File: config.mk
export PLATFORM = sky130hd
export DESIGN_NAME = varredor_hamming
export DESIGN_NICKNAME = d
export VERILOG_FILES = /design/src/rtl/varredor_hamming.sv
export SDC_FILE = /design/constraint.sdc
export NUM_CORES = 1
export LEC_CHECK = 0
export ABC_AREA = 0
export BUFFER_PORTS_ARGS = -buffer_cell sky130_fd_sc_hd__buf_2
export CAP_MARGIN = 40
export CORE_MARGIN = 3
export CORE_UTILIZATION = 55
export CTS_CLUSTER_SIZE = 25
export DETAILED_ROUTE_END_ITERATION = 6
export PLACE_DENSITY = 0.8
export SETUP_SLACK_MARGIN = 0.2
export SLEW_MARGIN = 20
export SYNTH_ARGS = -nofsm -noshare
export SYNTH_HDL_FRONTEND = slang
export SYNTH_SLANG_ARGS = --single-unit
File: constraint.sdc
create_clock -name clk -period 3.7 [get_ports clk]
set_clock_uncertainty 0.15 [all_clocks]
set_input_delay 0.185 -clock clk [delete_from_list [all_inputs] [get_ports clk]]
set_output_delay 0.185 -clock clk [all_outputs]
set_load 0.02 [all_outputs]
File: src/rtl/varredor_hamming.sv
// ============================================================================
// Module      : varredor_hamming
// Description : Background scrubber for a Hamming(15,11) RAM; reads each word
//               over a req/gnt port, corrects single-bit errors, logs events.
// Revision    : 1.0 - initial release
// ============================================================================
`default_nettype none

module varredor_hamming #(
  parameter int ADDR_W    = 8,
  parameter int INTERVALO = 1024,
  parameter int CONT_W    = 16
) (
  input  logic              clk,
  input  logic              rst,
  input  logic              habilita,
  output logic              mem_req,
  input  logic              mem_gnt,
  output logic [ADDR_W-1:0] mem_addr,
  output logic              mem_re,
  input  logic [14:0]       mem_rdata,
  output logic              mem_we,
  output logic [14:0]       mem_wdata,
  output logic [CONT_W-1:0] cont_corrigidos,
  output logic [ADDR_W-1:0] ultimo_erro_addr,
  output logic [3:0]        ultima_sindrome,
  output logic              varredura_completa,
  output logic              ocupado
);

  localparam int                 c_INT_W    = (INTERVALO > 1) ? $clog2(INTERVALO) : 1;
  localparam logic [c_INT_W-1:0] c_INT_LOAD = c_INT_W'(INTERVALO - 1);

  typedef enum logic [2:0] {
    S_OCIOSO  = 3'd0,
    S_ESPERA  = 3'd1,
    S_PEDE    = 3'd2,
    S_LE      = 3'd3,
    S_CAPTURA = 3'd4,
    S_CHECA   = 3'd5,
    S_ESCREVE = 3'd6,
    S_LIBERA  = 3'd7
  } estado_t;

  estado_t             r_estado;
  estado_t             w_prox;
  logic [c_INT_W-1:0]  r_intervalo;
  logic [ADDR_W-1:0]   r_addr;
  logic [14:0]         r_word;
  logic [3:0]          w_sind;
  logic [14:0]         w_corrigida;

  // Each mask selects the codeword positions whose index+1 has that parity bit set.
  assign w_sind[0]   = ^(r_word & 15'h5555);
  assign w_sind[1]   = ^(r_word & 15'h6666);
  assign w_sind[2]   = ^(r_word & 15'h7878);
  assign w_sind[3]   = ^(r_word & 15'h7F80);
  assign w_corrigida = r_word ^ (15'd1 << (w_sind - 4'd1));

  always_ff @(posedge clk) begin
    if (rst) begin
      r_estado         <= S_OCIOSO;
      r_intervalo      <= '0;
      r_addr           <= '0;
      r_word           <= '0;
      cont_corrigidos  <= '0;
      ultimo_erro_addr <= '0;
      ultima_sindrome  <= '0;
    end else begin
      r_estado <= w_prox;
      if ((r_estado == S_OCIOSO || r_estado == S_LIBERA) && habilita) begin
        r_intervalo <= c_INT_LOAD;
      end else if (r_estado == S_ESPERA && r_intervalo != '0) begin
        r_intervalo <= r_intervalo - 1'b1;
      end
      if (r_estado == S_CAPTURA) begin
        r_word <= mem_rdata;
      end
      if (r_estado == S_ESCREVE) begin
        if (cont_corrigidos != '1) begin
          cont_corrigidos <= cont_corrigidos + 1'b1;
        end
        ultimo_erro_addr <= r_addr;
        ultima_sindrome  <= w_sind;
      end
      if (r_estado == S_LIBERA) begin
        r_addr <= r_addr + 1'b1;
      end
    end
  end

  always_comb begin
    w_prox             = r_estado;
    mem_req            = 1'b0;
    mem_re             = 1'b0;
    mem_we             = 1'b0;
    mem_addr           = '0;
    mem_wdata          = '0;
    varredura_completa = 1'b0;
    ocupado            = 1'b0;
    case (r_estado)
      S_OCIOSO: begin
        if (habilita) w_prox = S_ESPERA;
      end
      S_ESPERA: begin
        ocupado = 1'b1;
        if (!habilita)               w_prox = S_OCIOSO;
        else if (r_intervalo == '0)  w_prox = S_PEDE;
      end
      S_PEDE: begin
        ocupado  = 1'b1;
        mem_req  = 1'b1;
        mem_addr = r_addr;
        if (!habilita)    w_prox = S_OCIOSO;
        else if (mem_gnt) w_prox = S_LE;
      end
      S_LE: begin
        ocupado  = 1'b1;
        mem_req  = 1'b1;
        mem_re   = 1'b1;
        mem_addr = r_addr;
        w_prox   = S_CAPTURA;
      end
      S_CAPTURA: begin
        ocupado  = 1'b1;
        mem_req  = 1'b1;
        mem_addr = r_addr;
        w_prox   = S_CHECA;
      end
      S_CHECA: begin
        ocupado  = 1'b1;
        mem_req  = 1'b1;
        mem_addr = r_addr;
        w_prox   = (w_sind == 4'd0) ? S_LIBERA : S_ESCREVE;
      end
      S_ESCREVE: begin
        ocupado   = 1'b1;
        mem_req   = 1'b1;
        mem_we    = 1'b1;
        mem_addr  = r_addr;
        mem_wdata = w_corrigida;
        w_prox    = S_LIBERA;
      end
      S_LIBERA: begin
        ocupado            = 1'b1;
        varredura_completa = (r_addr == '1);
        w_prox             = habilita ? S_ESPERA : S_OCIOSO;
      end
      default: w_prox = S_OCIOSO;
    endcase
    // A reset arriving mid-access must squash strobes in that same cycle.
    if (rst) begin
      mem_req            = 1'b0;
      mem_re             = 1'b0;
      mem_we             = 1'b0;
      mem_addr           = '0;
      mem_wdata          = '0;
      varredura_completa = 1'b0;
      ocupado            = 1'b0;
    end
  end

endmodule

`default_nettype wire
Yosys cells after proc, flatten, opt, wreduce, memory -nomap -nowiden
Index checks and enable logic that the tools add are counted.
- bits in latches: 0
- bits of input ports: 19
- memory bits (read-only): 0
- memories kept: 0
- output and inout bits: 56
- flip-flop bits (word level): 64
- RAM bits: 0
- reduce and logical (&&, ||, !) cells: 16
- mux-type cells: 24
- add/sub/neg operators: 4
- magnitude comparators: 0
- divide/modulo/power cells: 0
- bitwise gates (word level): 1
- multipliers: 0
- equal/unequal tests: 12
- shift operators: 1
- operators by type and width (cell ; number):
    15-bit parity ; 4
    15-bit 2-to-1 mux ; 2
    3-bit one-hot mux with 8 select lines ; 1
    10-bit 2-to-1 mux ; 2
    16-bit by 1-bit adder with 16-bit output (second input constant) ; 1
    8-bit 2-to-1 mux ; 2
    16-bit inequality test (second input constant) ; 1
    3-bit 2-to-1 mux ; 5
    1-bit by 4-bit << shifter with 15-bit output (first input constant) ; 1
    15-bit bitwise XOR ; 1
    3-bit == test (second input constant) ; 4
    1-bit 2-to-1 mux ; 12
    10-bit logical NOT ; 1
    10-bit nonzero test ; 1
    10-bit by 1-bit subtractor with 10-bit output (second input constant) ; 1
    8-bit by 1-bit adder with 8-bit output (second input constant) ; 1
    8-bit == test (second input constant) ; 1
    7-bit OR reduction ; 1
    3-bit by 2-bit == test with 1-bit output (second input constant) ; 2
    5-bit OR reduction ; 1
    4-bit logical NOT ; 1
    4-bit by 1-bit subtractor with 4-bit output (second input constant) ; 1
    3-bit by 1-bit == test with 1-bit output (second input constant) ; 1
    3-bit logical NOT ; 1
    other kinds (8) ; 9

Depth between registers and ports, before layout
- depth in word-level cells: 6
- depth in mapped cells: 8
- depth with buffers taken out: 7

Worst setup path before layout
Ideal clock, no wire load.
- path kind: register to output
- from: register r_word[9]
- to: output port mem_wdata[8]
- cell stages (with the launch flop): 6
- slack: 1.387 ns
- data arrival time: 1.978 ns
- buffers on the path: 0
- cells stage by stage: dfxtp_1 > xnor3_2 > xor2_2 > nand3_1 > a22oi_1 > mux2i_1
- cells in the longest elaborated chain, start to end: 6
- RTL lines (what ; RTL line ; RTL):
    start, declared ; 49 ; logic [14:0] r_word;
    start signal, assigned ; 77 ; r_word <= mem_rdata;
    15-bit parity, on equally long branches ; 55, 57 ;
    4-bit by 1-bit subtractor with 4-bit output * ; 58 ; assign w_corrigida = r_word ^ (15'd1 << (w_sind - 4'd1));
    1-bit by 4-bit << shifter with 15-bit output * ; 58 ;
    15-bit bitwise XOR * ; 58 ;
    15-bit 2-to-1 mux * ; 101 ; case (r_estado)
    15-bit 2-to-1 mux * ; 152 ; if (rst) begin
    end, declared ; 23 ; output logic [14:0] mem_wdata,
Every way passes the cells marked *; elsewhere a longest branch is shown, timed or not.

Worst setup path after layout
- from: register r_word[9]
- to: output port mem_wdata[10]
The elaborated chain is that of the path after synthesis.

==> results.toml <==
[status]
status = "completed"

[setup_path]
crit_type = "reg2out"
ff2ff_path_depth = 5
cp.depth = 6
r2r_end = "cont_corrigidos[15]"
worst_path_largest_cell_delay_ns = 0.57
reg2reg_from = "r_estado[2]"
reg2reg_slack_ns = 1.30
slowest_stage = "xnor3_2"
cp-start-kind = "register"
crit_fanout = 6
cp_num_buf_inv = 1
cp_data_arrival_time_ns = 2.54
critPathLaunch = "r_word[9]"
critical_path.endpoint = "mem_wdata[10]"
cp_cell_sequence = "xnor3_2, xor2_2, nand3_1, a22oi_1, mux2i_1, buf_2"
crit_path_end_kind = "output pin"
cp_data_required_time_ns = 3.37
crit_family = "XOR/XNOR gates"

[floorplan]
coreArea_um2 = 6420
ioPinCount = 75
die-area_um2 = 7700
row_count = 29
fp.dieH_um = 87.8
initial_utilization_pct = 57.2
die_w_um = 87.8

[grt]
overflow = 0
grt_usage_pct = 23.3
grt_max_degree = 49
grtUsageMet1_pct = 29.2
grt_busiest_layer = "met2"
grt_pass1_wl_um = 14200
grt_use_met2_pct = 38.4
antenna_found_initial = 0
grt_pass1_vias = 3108
grtUsageMet3_pct = 6.77

[power]
p_comb_share_pct = 11.2
ir_drop_v = 0.000426
p_per_area_nw_per_um2 = 379
p_sw_share_pct = 24.8
power_frac_clock_pct = 44.6
power_leakage_uw = 0.00174
intPower_uw = 1270
total_power_uw = 1680
p_sw_uw = 416
seqPwrFrac_pct = 44.1

[job]
max-cap-violations = 0

[final_layout]
final_layout_size_suffix_gt1_share_pct = 19.9
area_growth_pct = 20.7
nets = 555
diodes = 0
stdcell_area_um2 = 4440

[placed_design]
place_congestion = 0.948
port_buffers = 74
dp_hpwl_um = 6110
place_ws_ns = 1.26
dpl_cell_area_um2 = 4030

[logic_synthesis]
synth_area_um2 = 3680
synth_edf_count = 0
synth_top_cell_area_share_pct = 34.9
synthDistinctLibCells = 50
synth_top_family_by_area = "simple AND/OR/NAND/NOR gates"
synthXorXnorAreaFrac_pct = 13.2
yosys.area_share.simple_pct = 29.3
ys_ff_latch = 64
ys.flop_type = "dfxtp_1"
syn_inst = 451
syn-num-nets = 473
syn_area_per_cell_um2 = 8.15
synthTopCellsByArea = "dfxtp_1 35%, nand2_1 8.5%, xor2_1 6.0%"
synthAdderAreaFrac_pct = 1.02
yosysTopAreaCell = "dfxtp_1"
synth_compound_area_share_pct = 12.9
synth-seq-area-share_pct = 34.9
yosys-mux-area-fraction_pct = 4.36
synthArstFlopShare_pct = 0
ys_warn_count = 0

[clock_network]
htree_levels = 3
cts_tree = "done"
ctsResizeCount = 0
cts_buffer_depth = 2
post_cts_buffers = 0
clk_pin_slew_ns = 0.07
clock_latency_ns = 0.34
cts_buffers = 9
cts_sinks = 64
cts_root_buffer = "clkbuf_8"

[route]
routed_wire_length_per_instance_um = 14.0
drc_errors = 0
wirelength_um = 8600
vias = 3487
first_pass_iters = 5
vias_per_cell = 5.67
antenna_left = 0
drtIter0Drc = 157

[sta]
post-route-min-period_ns = 2.88
slew_violations = 0
fin_ws_ns = 0.821
fin_hold_ws_ns = 0.0379
setup_viol = 0
finalHoldViolations = 0
tightestPinTransition_ns = 0.686
grt_setup_unrepaired = "no"
max_slew_margin_pct = 53.9
max_freq_mhz = 347
fin_tns_setup_ns = 0
period_share_pct = 77.8

[worst_hold_path]
hold_class = "in2reg"
per-stage QoR:
stage,cells,util [%]
after floorplan,451,-
after global placement,584,62.8
after detailed placement,584,62.8
after CTS,615,69.1
after global routing,615,69.1
final,615,69.1
cells in the mapped netlist, types with 3 or more instances:
master and n:
nand2_1 83, dfxtp_1 64, a21oi_1 36, nor2_1 32, xor2_1 25, xnor2_1 21, nand3_1 19, or3_1 17
clkbuf_1 16, mux2i_1 16, a22oi_1 14, nor3_1 10, and2_1 9, nand4_1 7, and3_1 6, o21ai_0 6
a311oi_1 5, clkbuf_8 5, inv_1 5, a211oi_1 4, and4_1 4, ha_1 3, nand2b_1 3, nand3_2 3
nand3b_1 3, nor3b_1 3
cells in the final DEF (no fill, tap or decap), drive strengths merged, types with 2 or more instances in the layout:
| cell type | instances |
|---|---|
| ha | 3 |
| dlygate4sd3 | 15 |
| or3b | 2 |
| a311oi | 5 |
| nand2b | 3 |
| dfxtp | 64 |
| nand4b | 2 |
| xnor2 | 22 |
| a22oi | 14 |
| and2 | 9 |
| nand3 | 22 |
| nor4b | 2 |
| and3 | 6 |
| inv | 6 |
| o211ai | 2 |
| nor3b | 3 |
| nand3b | 3 |
| xor2 | 27 |
| nand2 | 83 |
| or3 | 19 |
| o21ai | 7 |
| nor3 | 10 |
| mux2i | 16 |
| nor2 | 32 |
| or4 | 2 |
| a21oi | 36 |
| bufinv | 3 |
| nor4 | 2 |
| nand4 | 7 |
| clkbuf | 10 |
| buf | 78 |
| a211oi | 4 |
| and4 | 4 |
kinds of logic (layout without fill, tap and decap cells):
| family | after synthesis | count (layout) |
|---|---|---|
| simple gates | 215 | 215 |
| compound gates | 76 | 76 |
| flops | 64 | 64 |
| xor+xnor | 50 | 50 |
| buf+inv | 27 | 114 |
| mux | 16 | 16 |
| fa+ha+maj | 3 | 3 |
worst reg2reg max path: stages (launching register included):
cell and delay (ns):
dfxtp_1 0.61, and3b_1 0.68, and3_1 0.33, nor4bb_1 0.30, xnor2_1 0.16, nor2_1 0.05
how the worst min path moves through the flow:
stage | from | end | slack [ns] | cells past startpoint
2_1_floorplan | mem_rdata[0] | r_word[0] | 0.17 | 2
3_3_place_gp | mem_rdata[3] | r_word[3] | 0.27 | 3
3_5_place_dp | mem_rdata[6] | r_word[6] | 0.28 | 3
4_1_cts | habilita | r_estado[0] | 0.01 | 3
5_1_grt | habilita | r_estado[0] | 0.05 | 3
6_report | habilita | r_estado[0] | 0.04 | 3
metal layers:
metal / vias up / wire length [um] / part of all wire, %
met5: - / 0 / 0
met4: 0 / 146 / 1.7
met3: 18 / 613 / 7.1
met2: 125 / 4060 / 47
met1: 1587 / 3780 / 44
li1: 1757 / - / -
cell type report:
| class | count | area, um2 |
|---|---|---|
| Clock inverter | 6 | 115 |
| Sequential cell | 64 | 1280 |
| Inverter | 5 | 18.8 |
| Fill cell | 533 | 1990 |
| Multi-Input combinational cell | 360 | 2240 |
| Clock buffer | 10 | 138 |
| Tap cell | 77 | 96.3 |
| Timing Repair Buffer | 93 | 551 |
registers in the layout, summed over array words and instances, names as in the netlist:
name	flops
r_intervalo	10
cont_corrigidos	16
r_estado	3
r_word	15
ultimo_erro_addr	8
ultima_sindrome	4
r_addr	8
what timing repair did:
action                                 in CTS  in global routing
endpoints found under the hold margin      15                  0
hold buffers                               15                  0
setup endpoints to repair                   0                  0
power groups by stage:
| stage | clock (uW) | sequential [uW] | combinational (uW) |
|---|---|---|---|
| finish | 751 | 742 | 189 |
| global route | 796 | 746 | 213 |
| CTS | 767 | 741 | 189 |
| detailed placement | 0 | 757 | 176 |
| global placement | 0 | 755 | 174 |
| floorplan | 0 | 746 | 157 |
Note: power is estimated with default switching activity, not from simulation.
